`config.mk`:
```
export PLATFORM = sky130hd
export DESIGN_NAME = vend_dispense_ctrl
export DESIGN_NICKNAME = d
export VERILOG_FILES = /design/src/rtl/vend_dispense_ctrl.sv
export SDC_FILE = /design/constraint.sdc
export NUM_CORES = 1
export LEC_CHECK = 0
export BUFFER_PORTS_ARGS = -buffer_cell sky130_fd_sc_hd__buf_2
export CAP_MARGIN = 20
export CORE_UTILIZATION = 37
export DETAILED_ROUTE_END_ITERATION = 16
export SLEW_MARGIN = 40
export SYNTH_ARGS = -nofsm -noshare
export SYNTH_HDL_FRONTEND = slang
export SYNTH_SLANG_ARGS = --single-unit
```
`constraint.sdc`:
```
create_clock -name clk -period 3.45 [get_ports clk]
set_clock_uncertainty 0.1 [all_clocks]
set_input_delay 0.1725 -clock clk [delete_from_list [all_inputs] [get_ports clk]]
set_output_delay 0.1725 -clock clk [all_outputs]
set_load 0.05 [all_outputs]
```
`src/rtl/vend_dispense_ctrl.sv`:
```
// Dispense sequencer: turns vend/change pulses into motor runs and hopper pulses,
// tracks product stock and gates coin acceptance.
module vend_dispense_ctrl #(
  parameter int unsigned STOCK_W       = 8,
  parameter int unsigned INIT_STOCK    = 10,
  parameter int unsigned MOTOR_TIMEOUT = 200,
  parameter int unsigned CHANGE_PULSE  = 4
) (
  input  logic               clk,
  input  logic               reset,
  input  logic               vend_req,
  input  logic               change_req,
  input  logic               motor_done,
  input  logic               restock_valid,
  input  logic [STOCK_W-1:0] restock_qty,
  input  logic               fault_clear,
  output logic               motor_on,
  output logic               hopper_pulse,
  output logic               coin_enable,
  output logic               busy,
  output logic               fault,
  output logic               drop_err,
  output logic [STOCK_W-1:0] stock_count
);

  localparam int unsigned CntW = (CHANGE_PULSE > 1) ? $clog2(CHANGE_PULSE) : 1;
  localparam logic [15:0] TimeoutLast = 16'(MOTOR_TIMEOUT - 1);
  localparam logic [CntW-1:0] PulseLast = CntW'(CHANGE_PULSE - 1);

  typedef enum logic [1:0] {StIdle, StMotor, StChange, StFault} state_e;

  state_e              state_q, state_d;
  logic [15:0]         timer_q, timer_d;
  logic [CntW-1:0]     pulse_cnt_q, pulse_cnt_d;
  logic                change_pending_q, change_pending_d;
  logic                drop_err_q, drop_err_d;
  logic [STOCK_W-1:0]  stock_q, stock_d;
  logic [STOCK_W:0]    restock_sum;
  logic [STOCK_W-1:0]  restock_sat;
  logic                stock_empty;

  assign stock_empty = (stock_q == '0);
  // One extra bit catches overflow so the add can saturate at all-ones.
  assign restock_sum = {1'b0, stock_q} + {1'b0, restock_qty};
  assign restock_sat = restock_sum[STOCK_W] ? {STOCK_W{1'b1}} : restock_sum[STOCK_W-1:0];

  always_comb begin
    state_d          = state_q;
    timer_d          = timer_q;
    pulse_cnt_d      = pulse_cnt_q;
    change_pending_d = change_pending_q;
    stock_d          = stock_q;
    drop_err_d       = vend_req && ((state_q != StIdle) || stock_empty);

    unique case (state_q)
      StIdle: begin
        // Vend decision sees pre-restock stock; restock still lands this cycle.
        if (vend_req && !stock_empty) begin
          state_d          = StMotor;
          timer_d          = '0;
          change_pending_d = change_req;
        end
        if (restock_valid) stock_d = restock_sat;
      end
      StMotor: begin
        if (motor_done) begin
          stock_d = stock_q - STOCK_W'(1);
          if (change_pending_q) begin
            state_d     = StChange;
            pulse_cnt_d = '0;
          end else begin
            state_d = StIdle;
          end
        end else if (timer_q == TimeoutLast) begin
          state_d          = StFault;
          change_pending_d = 1'b0;
        end else begin
          timer_d = timer_q + 16'd1;
        end
      end
      StChange: begin
        if (pulse_cnt_q == PulseLast) begin
          state_d          = StIdle;
          change_pending_d = 1'b0;
        end else begin
          pulse_cnt_d = pulse_cnt_q + CntW'(1);
        end
      end
      StFault: begin
        if (restock_valid) stock_d = restock_sat;
        if (fault_clear) state_d = StIdle;
      end
      default: state_d = StIdle;
    endcase
  end

  always_ff @(posedge clk or posedge reset) begin
    if (reset) begin
      state_q          <= StIdle;
      timer_q          <= '0;
      pulse_cnt_q      <= '0;
      change_pending_q <= 1'b0;
      drop_err_q       <= 1'b0;
      stock_q          <= STOCK_W'(INIT_STOCK);
    end else begin
      state_q          <= state_d;
      timer_q          <= timer_d;
      pulse_cnt_q      <= pulse_cnt_d;
      change_pending_q <= change_pending_d;
      drop_err_q       <= drop_err_d;
      stock_q          <= stock_d;
    end
  end

  assign motor_on     = (state_q == StMotor);
  assign hopper_pulse = (state_q == StChange);
  assign busy         = (state_q == StMotor) || (state_q == StChange);
  assign fault        = (state_q == StFault);
  assign coin_enable  = (state_q == StIdle) && !stock_empty;
  assign drop_err     = drop_err_q;
  assign stock_count  = stock_q;

endmodule

```
# Yosys cells after proc, flatten, opt, wreduce, memory -nomap -nowiden
# Index checks and enable logic that the tools add are counted.
dict set report word_totals {
  regBits 30
  inputBits 15
  out_inout_bits 14
  word_cells 69
}
dict set report classes {
  n_addsub 4
  n_eq_ne 16
  muxes 24
  n_reduce_logical 19
}
# op count
set op_table {}
lappend op_table {{$mux 16} 3}
lappend op_table {{$pmux 16 s2} 1}
lappend op_table {{$mux 8} 3}
lappend op_table {{$mux 2} 9}
lappend op_table {{$add 16x1->16 const B} 1}
lappend op_table {{$eq 16x8->1 const B} 1}
lappend op_table {{$pmux 8 s2} 1}
lappend op_table {{$ne 2x2->1 const B} 6}
lappend op_table {{$reduce_and 4->1} 3}
lappend op_table {{$add 8x8->9} 1}
lappend op_table {{$logic_not 8->1} 1}
lappend op_table {{$ne 2x1->1 const B} 4}
lappend op_table {{$pmux 2 s4} 1}
lappend op_table {{$reduce_bool 2->1} 4}
lappend op_table {{$sub 8x1->8 const B} 1}
lappend op_table {{$eq 2x2->1 const B} 3}
lappend op_table {{$reduce_and 5->1} 1}
lappend op_table {{$mux 1} 4}
lappend op_table {{$pmux 2 s2} 1}
lappend op_table {{$logic_and 1x1->1} 3}
lappend op_table {{$ne 3x2->1 const B} 1}
lappend op_table {{$pmux 1 s3} 1}
lappend op_table {{$reduce_and 3->1} 1}
lappend op_table {{$reduce_bool 3->1} 1}
lappend op_table {{6 further kinds} 7}

# Depth between registers and ports, before layout
dict set report logic_depth {
  word_depth 5
  depth_mapped 8
  mapped_depth_nobuf 7
}

# Least setup slack after synthesis
# No wires, ideal clock.
dict set report synth_path {
  path_type {register to register}
  start {register stock_q[0] (netlist: stock_count[0])}
  end {register stock_q[6] (netlist: stock_count[6])}
  setup_time_ns 0.125
  t_arrival_ns 2.205
  required_time_ns 3.225
  setup_slack_ns 1.020
  stages_incl_launch_ff 8
  n_path_buf 0
  period_less_slack_ns 2.430
  cell_sequence {dfrtp_1 ha_1 fa_1 nand3_1 nand2_1 a221o_1 nor4_1 nor2_1}
}
dict set report synth_between {
  elab_chain_cells 4
  word_cells_on_any_way 6
  cone_classes {add/sub (2); mux (4)}
}
# item line_no
set synth_rtl {}
lappend synth_rtl {{start: declaration} 37} ;# logic [STOCK_W-1:0] stock_q, stock_d;
lappend synth_rtl {{start signal: assignment} 104} ;# stock_q <= STOCK_W'(INIT_STOCK);
lappend synth_rtl {{start signal: assignment} 111} ;# stock_q <= stock_d;
lappend synth_rtl {{$add 8x8->9} 44} ;# assign restock_sum = {1'b0, stock_q} + {1'b0, restock_qty};
lappend synth_rtl {{$mux 8} 45} ;# assign restock_sat = restock_sum[STOCK_W] ? {STOCK_W{1'b1}} : restock_sum[STOCK_W-1:0];
lappend synth_rtl {{$mux 8} {63, 90}}
lappend synth_rtl {{$pmux 8 s2 (*)} 55} ;# unique case (state_q)
# Mark *: on every way between the ends. The rest lies on a longest branch, timed or not. The select of a mux whose other input is x is not followed.
# A chain may end at the register's enable or synchronous reset.

# Worst setup path after layout
dict set report layout_path {
  start {register state_q[0]}
  end {register stock_q[7] (netlist: stock_count[7])}
}
dict set report layout_between {
  elab_chain_cells 4
  word_cells_on_any_way 9
  cone_classes {eq/ne (4); mux (1); reduce/logical (4)}
}
# item line_no
set layout_rtl {}
lappend layout_rtl {{start: declaration} 32} ;# state_e state_q, state_d;
lappend layout_rtl {{start signal: assignment} 99} ;# state_q <= StIdle;
lappend layout_rtl {{start signal: assignment} 106} ;# state_q <= state_d;
lappend layout_rtl {{$eq 2x2->1 / $logic_not 2->1 (equally long branches)} 55}
lappend layout_rtl {{$reduce_or 2->1 (no line)} -}
lappend layout_rtl {{$ne 2x1->1 (no line) / $reduce_bool 2->1 (equally long branches)} -}
lappend layout_rtl {{$reduce_and 3->1 (no line)} -}
# Several ways; a longest one is shown, not always the timed one.

==> impl_metrics.py <==
metrics = {
    "critical_path": {
        "critical_path_class": "reg2reg",
        "cp_top_family": "simple AND/OR/NAND/NOR gates",
        "setup.worst_path.end_class": "flip-flop",
        "required_ps": 3510,
        "cp_slowest_cell": "ha_1",
        "path_max_fanout": 14,
        "reg2reg_slack_ps": 960,
        "max_stage_delay_ps": 480,
        "r2r-start": "state_q[0]$_DFFE_PP0P_",
        "r2r_cells": 7,
        "crit_cells": 7,
        "crit_arrival_ps": 2550,
        "reg2reg_to": "stock_count[7]$_DFFE_PP0P_",
        "path_buf_inv": 1,
        "startpoint_type": "flip-flop",
        "crit_chain": "inv_1 -> ha_1 -> nand2b_1 -> or2_1 -> or3_4 -> nor4b_1 -> nor4_1",
    },
    "floorplanning": {
        "dieHeight_um": 80.3,
        "rows": 28,
        "die_w_um": 80.3,
        "ios": 29,
        "dieArea_sq_um": 6450,
        "initial_core_util_pct": 38.3,
        "core-area_sq_um": 5920,
    },
    "cells_and_area": {
        "final_util_pct": 43.8,
        "n_antenna_cell": 0,
        "final_nets": 315,
        "fillCellCount": 570,
        "areaGrowthSynthToFinish_pct": 14.4,
        "seq_area_sq_um": 753,
        "drive_above_1_share_pct": 18.7,
        "multi_input_comb_area_sq_um": 1440,
        "fin_cells": 359,
    },
    "place": {
        "gp_congestion": 0.847,
        "hpwl_um": 3910,
        "numPortBuffers": 28,
        "placed_cells": 350,
    },
    "synthesis": {
        "synthArstFlopShare_pct": 100,
        "synth_fp_nets": 281,
        "ys_warn_count": 0,
        "ys_seq_area_share_pct": 33.2,
        "avgSynthCellArea_sq_um": 9.11,
        "synth-edff-count": 0,
        "syn_area_sq_um": 2270,
        "synthCells": 249,
        "dominantRegCellSynth": "dfrtp_1",
        "synth-seq-cells": 30,
        "ys_types": 63,
    },
    "sta": {
        "slew_viol_final": 0,
        "fin_crit_ps": 2490,
        "worstMarginPinSlew_ps": 683,
        "setup_viol": 0,
        "slew_headroom_pct": 54.4,
        "final_hold_viol_count": 0,
        "finalCritPeriodShare_pct": 72.0,
        "timing.fmax_mhz": 402,
        "rsz0062_at_grt": "false",
        "totalNegativeSetupSlack_ps": 0,
    },
    "min_path": {
        "min_path_type": "in2reg",
        "min-delay-start": "change_req",
        "whs_path_depth": 3,
        "min_to": "change_pending_q$_DFFE_PP0P_",
    },
    "drt": {
        "vias": 1997,
        "routedWlPerCell_um": 14.6,
        "routed_wl_um": 5250,
        "drc": 0,
        "dr.first_iter.drc_count": 155,
        "via_per_inst": 5.56,
        "first_pass_iters": 6,
        "ant_nets": 0,
    },
    "clock_tree": {
        "cts.sinks": 30,
        "cts_buffers": 5,
        "cts_tree": "built",
        "ctsLongestPathBuffers": 2,
        "post_cts_buffers": 0,
        "path_clk_slew_ps": 70,
        "clock_latency_ps": 280,
        "ctsResizeCount": 0,
        "cts_root_buf": "clkbuf_8",
        "htree_levels": 2,
    },
    "grt": {
        "antenna_found_initial": 0,
        "grt_pass1_vias": 1912,
        "grt_pass1_wl_um": 8970,
        "grt_max_degree": 21,
        "grt_usage_pct": 18.0,
        "overflow": 0,
    },
    "run_status": {
        "outcome": "complete, no violations",
    },
    "pwr": {
        "power_leakage_nw": 1.13,
        "p_total_mw": 2.45,
        "ir_drop_uv": 884,
        "p_per_area_nw_per_um2": 946,
    },
    "flow_run": {
        "cap_violations": 0,
    },
}
[synth_stat cells (3+ instances only)]
cell type	n	area share, %
nor3_1	8	1.8
and4_1	3	1.2
xnor2_1	9	3.5
nand3_1	12	2.6
o211ai_1	3	0.99
nand2_1	24	4.0
a21o_1	6	2.0
nand2b_1	5	1.4
a21oi_1	7	1.5
xor2_1	7	2.7
o21ai_0	12	2.6
nand4_1	5	1.4
inv_1	13	2.2
ha_1	16	8.8
dfrtp_1	28	31
and3_1	3	0.83
a211oi_1	5	1.7
and2_1	3	0.83
nor2_1	22	3.6
[logic make-up (layout without fill, tap and decap cells)]
group           after synthesis  after routing  share of synthesized area (%)
compound gates               56             56                           18.8
xor+xnor                     16             16                           6.18
fa+ha+maj                    17             17                           9.71
buf+inv                      17             52                           3.20
flops                        30             30                           33.2
mux                           3              3                           1.38
simple gates                110            110                           27.6
[power by group]
group          total [mW]  switching [mW]  internal, mW
registers           0.609           0.148         0.461
clock network       0.301           0.140         0.161
logic                1.54            1.01         0.533
total                2.45            1.30          1.15
[layout make-up]
cell class	instances	area share, %
well taps	75	3.62
flip-flops and latches	30	29.0
multi-input cells	202	55.6
clock inverters	1	0.193
inverters	13	1.88
clock buffers	7	3.33
repair buffers	31	6.36
[worst max-delay path by stage]
stage / to / slack, ps / from
CTS: stock_count[7]$_DFFE_PP0P_ / 960 / state_q[0]$_DFFE_PP0P_
floorplan: stock_count[6]$_DFFE_PP0P_ / 1020 / stock_count[0]$_DFFE_PP0P_
global route: stock_count[7]$_DFFE_PP0P_ / 800 / state_q[1]$_DFFE_PP0P_
finish: stock_count[7]$_DFFE_PP0P_ / 960 / state_q[0]$_DFFE_PP0P_
detailed placement: stock_count[7]$_DFFE_PP0P_ / 970 / state_q[0]$_DFFE_PP0P_
global placement: stock_count[7]$_DFFE_PP0P_ / 930 / state_q[0]$_DFFE_PP0P_
[repair_timing]
action                                  4_1_cts  5_1_grt
endpoints found under the setup margin        0        0
hold buffers                                  1        0
hold endpoints to repair                     17        0
[state kept, by name (all words and copies together) (netlist names)]
register,cells
pulse_cnt_q,2
drop_err,1
stock_count,8
state_q,2
timer_q,16
change_pending_q,1
[worst register-to-register path: cells and delay by family, from the launching register on]
| kind | cells | cell delay [ps] |
|---|---|---|
| AND/OR/NAND/NOR | 5 | 1300 |
| adder cells (fa/ha/maj) | 1 | 480 |
| flip-flops | 1 | 400 |
| buffers and inverters | 1 | 80 |
[layer usage]
metal | vias to the layer above | global-route usage, % | share of wire [%]
met5 | - | 0 | 0
met4 | 0 | 4.29 | 0.48
met3 | 3 | 3.75 | 3.5
met2 | 40 | 27.5 | 44
met1 | 959 | 25.8 | 52
li1 | 995 | - | -
[layout by cell type (no fill, tap or decap), types with 3 or more instances in the layout]
master	n
ha_1	16
a211oi_1	5
and4_1	3
buf_2	28
o21ai_0	12
dfrtp_1	28
nand2_1	24
clkbuf_8	6
nor3_1	8
and3_1	3
nor2_1	22
o211ai_1	3
a21oi_1	7
a21o_1	6
nand2b_1	5
xnor2_1	9
and2_1	3
inv_1	12
nand3_1	12
xor2_1	7
nand4_1	5
[through the flow]
step / cell area (sq um) / setup slack (ps) / hold slack, ps
3_3_place_gp: 2490 / 926 / 275
6_report: 2590 / 965 / 45.0
5_1_grt: 2590 / 798 / 50.8
3_5_place_dp: 2490 / 973 / 289
4_1_cts: 2590 / 955 / 36.6
2_1_floorplan: 2270 / 1020 / 162
Power figures use the tool's default switching activity.
